===== src/rtl/i2c_pkg.sv =====
// Shared definitions for the I2C target responder: FSM state encoding and
// the bus levels that mean ACK / NACK in the acknowledge slot.
package i2c_pkg;

  typedef enum logic [3:0] {
    IDLE       = 4'd0,
    ADDR       = 4'd1,
    ADDR_ACK   = 4'd2,
    WR_BYTE    = 4'd3,
    WR_ACK     = 4'd4,
    RD_STRETCH = 4'd5,
    RD_BYTE    = 4'd6,
    RD_ACKCHK  = 4'd7,
    IGNORE     = 4'd8
  } i2c_state_e;

  localparam logic ACK  = 1'b0;
  localparam logic NACK = 1'b1;

endpackage


===== src/rtl/sync_fifo.sv =====
// Single-clock FIFO with wrap-bit pointers; a push and a pop in the same cycle
// both succeed even when full or empty (empty case forwards push_data).
module sync_fifo #(
  parameter int WIDTH = 8,
  parameter int DEPTH = 16
) (
  input  logic             clk,
  input  logic             rst,
  input  logic             push,
  input  logic [WIDTH-1:0] push_data,
  input  logic             pop,
  output logic [WIDTH-1:0] pop_data,
  output logic             full,
  output logic             empty
);

  localparam int AW = $clog2(DEPTH);

  logic [AW:0]      wptr_r;
  logic [AW:0]      rptr_r;
  logic [WIDTH-1:0] mem_r [DEPTH];
  logic             push_ok_s;
  logic             pop_ok_s;

  assign empty     = (wptr_r == rptr_r);
  assign full      = (wptr_r[AW] != rptr_r[AW]) && (wptr_r[AW-1:0] == rptr_r[AW-1:0]);
  assign push_ok_s = push & (~full | pop);
  assign pop_ok_s  = pop & (~empty | push);

  // Read port: head entry, or the incoming word when passing through an empty FIFO.
  always_comb begin
    pop_data = '0;
    if (!empty) begin
      pop_data = mem_r[rptr_r[AW-1:0]];
    end else if (push) begin
      pop_data = push_data;
    end else begin
      pop_data = '0;
    end
  end

  // Storage array; no reset needed since empty/full gate every read.
  always_ff @(posedge clk) begin
    if (push_ok_s) begin
      mem_r[wptr_r[AW-1:0]] <= push_data;
    end
  end

  // Pointer update.
  always_ff @(posedge clk or negedge rst) begin
    if (!rst) begin
      wptr_r <= '0;
      rptr_r <= '0;
    end else begin
      if (push_ok_s) begin
        wptr_r <= wptr_r + 1'b1;
      end
      if (pop_ok_s) begin
        rptr_r <= rptr_r + 1'b1;
      end
    end
  end

endmodule


===== src/rtl/i2c_slave_responder.sv =====
// I2C target that serves one of several buses: writes land in a FIFO for the
// host, reads are fed from a host-filled FIFO, with clock stretching when dry.
module i2c_slave_responder
  import i2c_pkg::*;
#(
  parameter int                        NUM_I2C_BUSSES = 1,
  parameter int                        I2C_ADDR_WIDTH = 7,
  parameter logic [I2C_ADDR_WIDTH-1:0] ADDRESS        = 7'h22,
  parameter int                        DEPTH          = 16
) (
  input  logic                                                       clk,
  input  logic                                                       rst,
  input  logic [((NUM_I2C_BUSSES > 1) ? $clog2(NUM_I2C_BUSSES) : 1)-1:0] bus_sel,
  input  logic [NUM_I2C_BUSSES-1:0]                                  scl_i,
  input  logic [NUM_I2C_BUSSES-1:0]                                  sda_i,
  output logic [NUM_I2C_BUSSES-1:0]                                  scl_oe,
  output logic [NUM_I2C_BUSSES-1:0]                                  sda_oe,
  output logic [7:0]                                                 wr_data,
  output logic                                                       wr_valid,
  input  logic                                                       wr_ready,
  input  logic [7:0]                                                 rd_data,
  input  logic                                                       rd_valid,
  output logic                                                       rd_ready,
  output logic                                                       evt_start,
  output logic                                                       evt_stop,
  output logic                                                       evt_nack,
  output logic                                                       ovf
);

  localparam int         SEL_W     = (NUM_I2C_BUSSES > 1) ? $clog2(NUM_I2C_BUSSES) : 1;
  localparam int         ADDR_BITS = I2C_ADDR_WIDTH + 1;
  localparam logic [3:0] ADDR_CNT  = 4'(ADDR_BITS);

  i2c_state_e                state_r, state_nx;
  logic [SEL_W-1:0]          sel_r, sel_nx;
  logic [3:0]                cnt_r, cnt_nx;
  logic [7:0]                sh_r, sh_nx;
  logic                      rw_r, rw_nx;
  logic                      flag_r, flag_nx;
  logic                      drv_scl_r, drv_scl_nx;
  logic                      drv_sda_r, drv_sda_nx;
  logic                      ovf_r, ovf_nx;
  logic                      evt_start_r, evt_start_nx;
  logic                      evt_stop_r, evt_stop_nx;
  logic                      evt_nack_r, evt_nack_nx;
  logic [NUM_I2C_BUSSES-1:0] scl_oe_r, sda_oe_r;
  logic [NUM_I2C_BUSSES-1:0] sel_onehot_s;

  logic scl_raw_s, sda_raw_s;
  logic scl_meta_r, scl_sync_r, scl_prev_r;
  logic sda_meta_r, sda_sync_r, sda_prev_r;
  logic scl_rise_s, scl_fall_s, start_s, stop_s, addr_hit_s, rd_next_s;
  logic w_push_s, w_full_s, w_empty_s;
  logic r_pop_s, r_full_s, r_empty_s;
  logic [7:0] r_pop_data_s;

  // Decode the latched bus selection; an out-of-range selection serves nothing.
  always_comb begin
    sel_onehot_s = '0;
    for (int b = 0; b < NUM_I2C_BUSSES; b++) begin
      sel_onehot_s[b] = (sel_r == SEL_W'(b));
    end
  end

  assign scl_raw_s = |(scl_i & sel_onehot_s) | ~|sel_onehot_s;
  assign sda_raw_s = |(sda_i & sel_onehot_s) | ~|sel_onehot_s;

  // Two-flop synchroniser per line plus one history flop for edge detection.
  always_ff @(posedge clk or negedge rst) begin
    if (!rst) begin
      scl_meta_r <= 1'b1;
      scl_sync_r <= 1'b1;
      scl_prev_r <= 1'b1;
      sda_meta_r <= 1'b1;
      sda_sync_r <= 1'b1;
      sda_prev_r <= 1'b1;
    end else begin
      scl_meta_r <= scl_raw_s;
      scl_sync_r <= scl_meta_r;
      scl_prev_r <= scl_sync_r;
      sda_meta_r <= sda_raw_s;
      sda_sync_r <= sda_meta_r;
      sda_prev_r <= sda_sync_r;
    end
  end

  assign scl_rise_s = scl_sync_r & ~scl_prev_r;
  assign scl_fall_s = ~scl_sync_r & scl_prev_r;
  assign start_s    = scl_sync_r & scl_prev_r & sda_prev_r & ~sda_sync_r;
  assign stop_s     = scl_sync_r & scl_prev_r & ~sda_prev_r & sda_sync_r;
  assign addr_hit_s = (sh_r[ADDR_BITS-1:1] == ADDRESS);

  // Next-state logic: bus conditions override, then per-state bit handling.
  always_comb begin
    state_nx     = state_r;
    sel_nx       = sel_r;
    cnt_nx       = cnt_r;
    sh_nx        = sh_r;
    rw_nx        = rw_r;
    flag_nx      = flag_r;
    drv_scl_nx   = drv_scl_r;
    drv_sda_nx   = drv_sda_r;
    ovf_nx       = ovf_r;
    evt_start_nx = 1'b0;
    evt_stop_nx  = 1'b0;
    evt_nack_nx  = 1'b0;
    w_push_s     = 1'b0;
    r_pop_s      = 1'b0;
    rd_next_s    = 1'b0;

    if (stop_s) begin
      state_nx    = IDLE;
      drv_scl_nx  = 1'b0;
      drv_sda_nx  = 1'b0;
      cnt_nx      = 4'd0;
      flag_nx     = 1'b0;
      evt_stop_nx = 1'b1;
    end else if (start_s) begin
      state_nx     = ADDR;
      drv_scl_nx   = 1'b0;
      drv_sda_nx   = 1'b0;
      cnt_nx       = 4'd0;
      flag_nx      = 1'b0;
      evt_start_nx = 1'b1;
    end else begin
      case (state_r)
        IDLE: begin
          sel_nx     = bus_sel;
          drv_scl_nx = 1'b0;
          drv_sda_nx = 1'b0;
        end
        ADDR: begin
          if (scl_rise_s && (cnt_r < ADDR_CNT)) begin
            sh_nx  = {sh_r[6:0], sda_sync_r};
            cnt_nx = cnt_r + 4'd1;
          end else if (scl_fall_s && (cnt_r == ADDR_CNT)) begin
            if (addr_hit_s) begin
              drv_sda_nx = ~ACK;
              rw_nx      = sh_r[0];
              state_nx   = ADDR_ACK;
            end else begin
              state_nx = IGNORE;
            end
          end else begin
            state_nx = state_r;
          end
        end
        ADDR_ACK: begin
          if (scl_fall_s) begin
            drv_sda_nx = 1'b0;
            cnt_nx     = 4'd0;
            rd_next_s  = rw_r;
            state_nx   = rw_r ? state_r : WR_BYTE;
          end else begin
            state_nx = state_r;
          end
        end
        WR_BYTE: begin
          if (scl_rise_s && (cnt_r < 4'd8)) begin
            sh_nx  = {sh_r[6:0], sda_sync_r};
            cnt_nx = cnt_r + 4'd1;
          end else if (scl_fall_s && (cnt_r == 4'd8)) begin
            // A full FIFO drops the byte and answers NACK.
            if (!w_full_s) begin
              w_push_s   = 1'b1;
              drv_sda_nx = ~ACK;
            end else begin
              drv_sda_nx = ~NACK;
              ovf_nx     = 1'b1;
            end
            state_nx = WR_ACK;
          end else begin
            state_nx = state_r;
          end
        end
        WR_ACK: begin
          if (scl_fall_s) begin
            drv_sda_nx = 1'b0;
            cnt_nx     = 4'd0;
            state_nx   = WR_BYTE;
          end else begin
            state_nx = state_r;
          end
        end
        RD_STRETCH: begin
          // flag_r marks that the MSB is already on sda; release scl one cycle later.
          if (!flag_r) begin
            if (!r_empty_s) begin
              r_pop_s    = 1'b1;
              sh_nx      = r_pop_data_s;
              drv_sda_nx = ~r_pop_data_s[7];
              flag_nx    = 1'b1;
            end else begin
              drv_scl_nx = 1'b1;
            end
          end else begin
            drv_scl_nx = 1'b0;
            flag_nx    = 1'b0;
            cnt_nx     = 4'd0;
            state_nx   = RD_BYTE;
          end
        end
        RD_BYTE: begin
          if (scl_fall_s) begin
            if (cnt_r == 4'd7) begin
              drv_sda_nx = 1'b0;
              flag_nx    = 1'b0;
              state_nx   = RD_ACKCHK;
            end else begin
              cnt_nx     = cnt_r + 4'd1;
              sh_nx      = {sh_r[6:0], 1'b0};
              drv_sda_nx = ~sh_r[6];
            end
          end else begin
            state_nx = state_r;
          end
        end
        RD_ACKCHK: begin
          if (scl_rise_s) begin
            if (sda_sync_r == ACK) begin
              flag_nx = 1'b1;
            end else begin
              evt_nack_nx = 1'b1;
              state_nx    = IGNORE;
            end
          end else if (scl_fall_s && flag_r) begin
            flag_nx   = 1'b0;
            cnt_nx    = 4'd0;
            rd_next_s = 1'b1;
          end else begin
            state_nx = state_r;
          end
        end
        IGNORE: begin
          drv_scl_nx = 1'b0;
          drv_sda_nx = 1'b0;
        end
        default: begin
          state_nx   = IDLE;
          drv_scl_nx = 1'b0;
          drv_sda_nx = 1'b0;
        end
      endcase

      // Fetch the next read byte at the falling edge, stretching if none is queued.
      if (rd_next_s) begin
        if (!r_empty_s) begin
          r_pop_s    = 1'b1;
          sh_nx      = r_pop_data_s;
          drv_sda_nx = ~r_pop_data_s[7];
          state_nx   = RD_BYTE;
        end else begin
          drv_scl_nx = 1'b1;
          flag_nx    = 1'b0;
          state_nx   = RD_STRETCH;
        end
      end else begin
        r_pop_s = r_pop_s;
      end
    end
  end

  // State and output registers; oe lines are only ever driven on the latched bus.
  always_ff @(posedge clk or negedge rst) begin
    if (!rst) begin
      state_r     <= IDLE;
      sel_r       <= '0;
      cnt_r       <= 4'd0;
      sh_r        <= 8'd0;
      rw_r        <= 1'b0;
      flag_r      <= 1'b0;
      drv_scl_r   <= 1'b0;
      drv_sda_r   <= 1'b0;
      ovf_r       <= 1'b0;
      evt_start_r <= 1'b0;
      evt_stop_r  <= 1'b0;
      evt_nack_r  <= 1'b0;
      scl_oe_r    <= '0;
      sda_oe_r    <= '0;
    end else begin
      state_r     <= state_nx;
      sel_r       <= sel_nx;
      cnt_r       <= cnt_nx;
      sh_r        <= sh_nx;
      rw_r        <= rw_nx;
      flag_r      <= flag_nx;
      drv_scl_r   <= drv_scl_nx;
      drv_sda_r   <= drv_sda_nx;
      ovf_r       <= ovf_nx;
      evt_start_r <= evt_start_nx;
      evt_stop_r  <= evt_stop_nx;
      evt_nack_r  <= evt_nack_nx;
      scl_oe_r    <= drv_scl_nx ? sel_onehot_s : '0;
      sda_oe_r    <= drv_sda_nx ? sel_onehot_s : '0;
    end
  end

  assign scl_oe    = scl_oe_r;
  assign sda_oe    = sda_oe_r;
  assign ovf       = ovf_r;
  assign evt_start = evt_start_r;
  assign evt_stop  = evt_stop_r;
  assign evt_nack  = evt_nack_r;
  assign wr_valid  = ~w_empty_s;
  assign rd_ready  = ~r_full_s;

  sync_fifo #(.WIDTH(8), .DEPTH(DEPTH)) u_wr_fifo (
    .clk       (clk),
    .rst       (rst),
    .push      (w_push_s),
    .push_data (sh_r),
    .pop       (wr_ready & ~w_empty_s),
    .pop_data  (wr_data),
    .full      (w_full_s),
    .empty     (w_empty_s)
  );

  sync_fifo #(.WIDTH(8), .DEPTH(DEPTH)) u_rd_fifo (
    .clk       (clk),
    .rst       (rst),
    .push      (rd_valid & ~r_full_s),
    .push_data (rd_data),
    .pop       (r_pop_s),
    .pop_data  (r_pop_data_s),
    .full      (r_full_s),
    .empty     (r_empty_s)
  );

endmodule


===== config.mk =====
export PLATFORM = sky130hd
export DESIGN_NAME = i2c_slave_responder
export DESIGN_NICKNAME = d
export VERILOG_FILES = /design/src/rtl/i2c_pkg.sv /design/src/rtl/sync_fifo.sv /design/src/rtl/i2c_slave_responder.sv
export SDC_FILE = /design/constraint.sdc
export NUM_CORES = 1
export LEC_CHECK = 0
export CAP_MARGIN = 20
export CORE_MARGIN = 2
export CORE_UTILIZATION = 50
export DETAILED_ROUTE_END_ITERATION = 12
export PLACE_DENSITY = 0.74
export SLEW_MARGIN = 15
export SYNTH_ARGS = -nofsm -noshare
export SYNTH_HDL_FRONTEND = slang
export SYNTH_SLANG_ARGS = --single-unit

===== constraint.sdc =====
create_clock -name clk -period 3.1 [get_ports clk]
set_input_delay 0.775 -clock clk [delete_from_list [all_inputs] [get_ports clk]]
set_output_delay 0.775 -clock clk [all_outputs]
set_load 0.1 [all_outputs]

Word-level counts from Yosys, hierarchy flattened
Memory sizes are Yosys's and may differ from the RTL's.
Cells that the tools add are included.
{"block": "classes", "magnitude_cmp": 1, "eq_ne": 37, "bitwise": 35, "muxes": 105, "add_sub_neg": 5, "n_reduce_logical": 17}
{"operator": "$mux W4", "n": 25}
{"operator": "$mux W8", "n": 11}
{"operator": "$mux W1", "n": 61}
{"operator": "$ne A5 B5 Y1 const B", "n": 12}
{"operator": "$pmux W4 S8", "n": 1}
{"operator": "$pmux W8 S3", "n": 1}
{"operator": "$add A5 B1 Y5 const B", "n": 4}
{"operator": "$eq A4 B3 Y1 const B", "n": 5}
{"operator": "$ne A4 B4 Y1 const B", "n": 5}
{"operator": "$pmux W4 S5", "n": 1}
{"operator": "$and A1 B1 Y1", "n": 15}
{"operator": "$not A1 Y1", "n": 14}
{"operator": "$reduce_and A13 Y1", "n": 1}
{"operator": "$ne A4 B1 Y1 const B", "n": 3}
{"operator": "$reduce_and A6 Y1", "n": 2}
{"operator": "$eq A5 B5 Y1", "n": 2}
{"operator": "$eq A4 B2 Y1 const B", "n": 2}
{"operator": "$eq A4 B4 Y1", "n": 2}
{"operator": "$eq A4 B4 Y1 const B", "n": 2}
{"operator": "$reduce_and A8 Y1", "n": 1}
{"operator": "$eq A7 B6 Y1 const B", "n": 1}
{"operator": "$reduce_bool A7 Y1", "n": 1}
{"operator": "$or A1 B1 Y1", "n": 6}
{"operator": "$pmux W1 S6", "n": 1}
{"operator": "other kinds (13)", "n": 21}
{"block": "totals", "mem_count": 2, "ff_bits": 53, "elab_cells": 226, "ram_bits": 256, "output_inout_bits": 16, "inputBits": 15}
{"name": "u_rd_fifo.mem_r", "depth": 16, "word_bits": 8, "rd": 1, "rd_ports_with_merged_regs": 0, "wr": 1, "line_no": "sync_fifo.sv:21", "source": "logic [WIDTH-1:0] mem_r [DEPTH];"}
{"name": "u_wr_fifo.mem_r", "depth": 16, "word_bits": 8, "rd": 1, "rd_ports_with_merged_regs": 0, "wr": 1, "line_no": "sync_fifo.sv:21"}

Longest topological paths before layout
{"block": "depth", "ltp_word": 15, "depth_mapped": 9, "mapped_depth_nobuf": 8}

Cells and area by module
A second synthesis with hierarchy kept.
{"block": "unflattened", "cells_unflattened": 814, "area_unflattened_um2": 13387.8}
{"mod": "sync_fifo (u_wr_fifo)", "instances": 1, "area_per_inst_um2": 5704.2, "seq_area_each_um2": 4093.9, "cells_each": 296}
{"mod": "sync_fifo (u_rd_fifo)", "instances": 1, "area_per_inst_um2": 5665.4, "seq_area_each_um2": 4093.9, "cells_each": 296}
{"mod": "i2c_slave_responder", "instances": 1, "area_per_inst_um2": 2018.2, "seq_area_each_um2": 833.3, "cells_each": 222}

Least setup slack after synthesis
Ideal clock, no wire load.
{"block": "synth_path", "path_kind": "register to output", "start": "reg sda_sync_r", "end": "out wr_data[1]", "slack_ns": -1.538, "n_path_buf": 2, "arrival_time_ns": 3.863, "required_ns": 2.325, "path_stages_with_launch": 9, "cell_sequence": "dfstp_2 -> nand2b_1 -> a21o_1 -> buf_2 -> and3_1 -> nor4b_4 -> buf_4 -> nand2_1 -> o21ai_0"}
{"block": "synth_via", "elab_chain_len": 6, "elab_cells_between_ends": 7, "classes_between": "mux (4); bitwise (3)"}
{"item": "from (decl)", "line_no": "i2c_slave_responder.sv:51", "source": "logic sda_meta_r, sda_sync_r, sda_prev_r;"}
{"item": "from (signal assigned)", "line_no": "i2c_slave_responder.sv:82", "source": "sda_sync_r <= sda_meta_r;"}
{"item": "$not A1 Y1"}
{"item": "$and A1 B1 Y1", "line_no": "i2c_slave_responder.sv:89", "source": "assign start_s = scl_sync_r & scl_prev_r & sda_prev_r & ~sda_sync_r;"}
{"item": "$mux W1", "line_no": "i2c_slave_responder.sv:118", "source": "end else if (start_s) begin"}
{"item": "$mux W1 (*)", "line_no": "i2c_slave_responder.sv:111", "source": "if (stop_s) begin"}
{"item": "$mux W8 (*)", "line_no": "sync_fifo.sv:35", "source": "end else if (push) begin"}
{"item": "$mux W8 (*)", "line_no": "sync_fifo.sv:33", "source": "if (!empty) begin"}
{"item": "to (decl)", "line_no": "i2c_slave_responder.sv:18", "source": "output logic [7:0] wr_data,"}
Mark *: on every way between the ends. The rest lies on a longest branch, timed or not.

Worst setup path in the final report
{"block": "layout_path", "start": "reg u_wr_fifo.rptr_r[0]", "end": "out wr_data[0]"}
{"block": "layout_via", "elab_chain_len": 10, "elab_cells_between_ends": 12, "classes_between": "eq/ne (2); mux (8); reduce/logical (1); memory (1)"}
{"item": "from (decl)", "line_no": "sync_fifo.sv:20", "source": "logic [AW:0] rptr_r;"}
{"item": "from (signal assigned)", "line_no": "sync_fifo.sv:59", "source": "rptr_r <= rptr_r + 1'b1;"}
{"item": "$eq A4 B4 Y1", "line_no": "sync_fifo.sv:26", "source": "assign full = (wptr_r[AW] != rptr_r[AW]) && (wptr_r[AW-1:0] == rptr_r[AW-1:0]);"}
{"item": "$logic_and A1 B1 Y1", "line_no": "sync_fifo.sv:26"}
{"item": "$mux W1", "line_no": "i2c_slave_responder.sv:164", "source": "if (!w_full_s) begin"}
{"item": "$mux W1", "line_no": "i2c_slave_responder.sv:162", "source": "end else if (scl_fall_s && (cnt_r == 4'd8)) begin"}
{"item": "$mux W1", "line_no": "i2c_slave_responder.sv:159", "source": "if (scl_rise_s && (cnt_r < 4'd8)) begin"}
{"item": "$mux W1", "line_no": "i2c_slave_responder.sv:126", "source": "case (state_r)"}
{"item": "$mux W1", "line_no": "i2c_slave_responder.sv:118"}
{"item": "$mux W1", "line_no": "i2c_slave_responder.sv:111"}
{"item": "$mux W8", "line_no": "sync_fifo.sv:35"}
{"item": "$mux W8 (*)", "line_no": "sync_fifo.sv:33"}
Marked as above.

==> summary.log <==
qor: outcome.status finished, violations left
qor: outcome.failed_checks negative setup slack
qor: timing.fmaxAchievable 296 MHz
qor: critical_path.timing.critical_path.arrival 2.60 ns
qor: floorplan.die_area 27400 sq um
qor: yosys.synthDistinctLibCells 64
qor: pwr.max-vdd-ir-drop 0.000517 V
qor: floorplan.effective_utilization_at_floorplan 50.5%
qor: cts.clock_pin_slew_on_the_worst_setup_and_hold_paths 0.06 ns
qor: floorplan.floorplan.die.height 166 microns
qor: yosys.yosysMostFrequentCell sky130_fd_sc_hd__edfxtp_1
qor: yosys.synth_cells 750
qor: floorplan.core.rowCount 59
qor: timing.final_setup_violation_count 8
qor: timing.clock-skew-final 0.00758 ns
qor: route.detail-route-antenna-nets 0
qor: finish.synthToLayoutAreaGrowth 18.3%
qor: timing.post-route-period-util 109%
qor: finish.diodes_inserted 0
qor: yosys.synthesis.area_per_instance 17.4 sq um
qor: yosys.synth_top_cells_by_area sky130_fd_sc_hd__edfxtp_1 (59%), sky130_fd_sc_hd__mux4_2 (13%), sky130_fd_sc_hd__dfrtp_1 (9.0%), sky130_fd_sc_hd__nor2_1 (1.2%), sky130_fd_sc_hd__dfstp_2 (1.2%)
qor: yosys.synth_largest_type_area_fraction 58.9%
qor: route.drt-initial-drc-count 787
qor: yosys.synthesis.nets 777
qor: route.detailroute.via_count 7102
qor: cts.tritoncts yes
qor: floorplan.io_pins 31
qor: yosys.synth.cells.most_frequent sky130_fd_sc_hd__edfxtp_1 (256), sky130_fd_sc_hd__mux4_2 (78), sky130_fd_sc_hd__dfrtp_1 (47)
qor: cts.cts-hold-fix-buffers 0
qor: timing.hold-worst-slack 0.334 ns
qor: route.drt-met1-wl 11100 microns
qor: critical_path.critical_path_class reg -> out
qor: timing.slew_viol_final 0
qor: timing.timing_worst_slew_pin_value 0.865 ns
qor: yosys.number_of_synthesized_flops_with_an_enable_pin 256
qor: finish.final_core_util 59.8%
qor: route.detailedRoute.firstPassIterationCount 7
qor: finish.fillCellCount 1872
qor: yosys.yosys_most_used_dff sky130_fd_sc_hd__edfxtp_1
qor: global_routing.grt_start_max_net_pins 38
qor: yosys.yosys.area.top_type sky130_fd_sc_hd__edfxtp_1
qor: yosys.ys_seq_elements 309
qor: pwr.static-leakage-power 5.26 nW
qor: cts.cts.sink_count 309
qor: finish.sequential_cell_area 9030 sq um
qor: finish.multi_input_comb_area 3910 sq um
qor: finish.nNetsFinal 862
qor: yosys.ys_seq_area_share 69.1%
qor: global_routing.grt_overflow 0
qor: cts.ctsHtreeMaxLevel 1
qor: critical_path.required 2.32 ns
qor: run.cap_viol_max_count 0
qor: route.detail_route.wirelength 27100 microns
qor: cts.clk_path_buf_depth 3
qor: route.met2WireLength 13900 microns
qor: timing.finalCriticalPeriod 3.38 ns
qor: global_routing.antenna_found_initial 0
qor: pwr.power.density 696 nW/um^2
qor: timing.rsz0062_at_grt true
qor: route.drc 0
qor: min_path.min_path_type in -> async
qor: cts.clk_root_buffer_cell sky130_fd_sc_hd__clkbuf_16
qor: critical_path.startpoint_type flop
qor: yosys.number_of_warning_messages_in_the_yosys_log 0
qor: route.viasPerCell 5.94
qor: route.top_layer_used met4
qor: route.met3_wl 1290 microns
qor: global_routing.grt_first_pass_wirelength 42800 microns
qor: critical_path.setup.reg_to_reg.worst_slack 0.45 ns
qor: placed_design.detailed_place_hpwl 17800 microns
qor: timing.max_slew_margin 42.3%
qor: timing.hold_viol_final 0
qor: global_routing.grt_pass1_vias 7414
qor: cts.numCtsBuffers 31
qor: yosys.synthesis.area 13100 sq um
qor: cts.worst_skew_pair.late_latency 0.55 ns
qor: floorplan.dieWidth 166 microns
qor: placed_design.place.port_buffers 30
qor: finish.ratio_of_cells_with_drive_above_1_in_the_final_layout 29.4%
qor: yosys.synth_async_sr_flop_share 17.2%
qor: timing.setup_slack -0.277 ns
qor: critical_path.worstPathMaxFanout 19
qor: route.routed_wire_length_per_instance 22.6 microns
qor: floorplan.core_area 25800 sq um
qor: placed_design.finalWeightedCongestion 0.858
qor: global_routing.global_route_usage_sum 20.0%
qor: critical_path.worst_setup_path_end_kind output port
## placed cells by master, fill, tap and decap left out, types with 12 or more instances in the layout
master	synthesis	layout
sky130_fd_sc_hd__a21oi_1	17	17
sky130_fd_sc_hd__buf_12	0	15
sky130_fd_sc_hd__buf_4	3	65
sky130_fd_sc_hd__clkbuf_16	0	31
sky130_fd_sc_hd__clkdlybuf4s50_1	0	13
sky130_fd_sc_hd__dfrtp_1	47	43
sky130_fd_sc_hd__edfxtp_1	256	256
sky130_fd_sc_hd__ha_1	12	12
sky130_fd_sc_hd__mux4_2	78	78
sky130_fd_sc_hd__nand2_1	41	36
sky130_fd_sc_hd__nor2_1	43	43
sky130_fd_sc_hd__o21ai_0	19	15
sky130_fd_sc_hd__xnor2_1	18	18
## logic make-up (layout without fill, tap and decap cells)
logic type,count (synthesis),after routing,synth area share (%)
buf+inv,54,164,2.03
mux,89,89,14.5
fa+ha+maj,12,12,1.15
compound gates,93,93,4.77
simple gates,165,165,6.62
flops,309,309,69.1
xor+xnor,28,28,1.88
## layer usage
layer | up-vias | track usage (%)
met1 | 3649 | 26.9
met4 | 0 | 6.50
met5 | - | 0
met2 | 251 | 34.7
met3 | 50 | 2.20
li1 | 3152 | -
## where the power goes
part	internal, W	total (W)	leakage (nW)	switching, W
registers	0.00504	0.00539	2.96	0.000349
logic	0.000475	0.00128	1.76	0.000809
clock network	0.00250	0.00407	0.549	0.00157
## final cells by class
| type | instances | share of cell area (%) |
|---|---|---|
| Clock inverter | 26 | 2.25 |
| Timing Repair Buffer | 94 | 5.98 |
| Inverter | 12 | 0.292 |
| Sequential cell | 309 | 58.4 |
| Multi-Input combinational cell | 387 | 25.3 |
| Clock buffer | 32 | 5.05 |
| Tap cell | 335 | 2.71 |
## timing repair
| item | 4_1_cts | 5_1_grt |
|---|---|---|
| resized for setup | 5 | 2 |
| pin swaps | 0 | 0 |
| buffers inserted | 1 | 1 |
| endpoints found under the setup margin | 9 | 9 |
## state kept, by name, summed over array words and instances (netlist names), 4 cells and up
signal,cells
u_rd_fifo.rptr_r,5
u_wr_fifo.wptr_r,5
u_rd_fifo.wptr_r,5
state_r,4
u_wr_fifo.rptr_r,5
cnt_r,4
sh_r,8
u_wr_fifo.mem_r,128
u_rd_fifo.mem_r,128
## metrics by stage
stage          instances  total power [W]  worst slack [ns]  area, sq um  TNS, ns
2_1_floorplan        750          0.00613           0.00618        13200        0
3_3_place_gp        1135          0.00666             0.241        14300        0
3_5_place_dp        1135          0.00675             0.186        14300        0
4_1_cts             1194           0.0108            -0.300        15400    -2.34
5_1_grt             1195           0.0111            -0.394        15400    -3.07
6_report            1195           0.0107            -0.277        15400    -2.07
## path summary, 6_finish.rpt
| check | from | depth (start not counted) | to |
|---|---|---|---|
| min in group clk | sda_meta_r$_DFF_PN1_ | 0 | sda_sync_r$_DFF_PN1_ |
| hold / removal | rst | 1 | sel_r$_DFFE_PN0P_ |
| hold reg to reg | sda_meta_r$_DFF_PN1_ | 0 | sda_sync_r$_DFF_PN1_ |
| setup reg to reg | cnt_r[0]$_DFFE_PN0P_ | 9 | u_wr_fifo.mem_r[15][3]$_DFFE_PP_ |
| setup / recovery | u_wr_fifo.rptr_r[0]$_DFFE_PN0P_ | 6 | wr_data[0] |
| max in group asynchronous | rst | 2 | u_wr_fifo.rptr_r[0]$_DFFE_PN0P_ |
## critical path, stage by stage (launching register included)
cell and delay [ns]:
sky130_fd_sc_hd__dfrtp_2 0.42, sky130_fd_sc_hd__buf_12 0.20, sky130_fd_sc_hd__mux4_2 0.54, sky130_fd_sc_hd__mux4_2 0.49
sky130_fd_sc_hd__nand2_1 0.13, sky130_fd_sc_hd__o21ai_4 0.08, sky130_fd_sc_hd__buf_12 0.17
(Power assumes the default switching activity.)
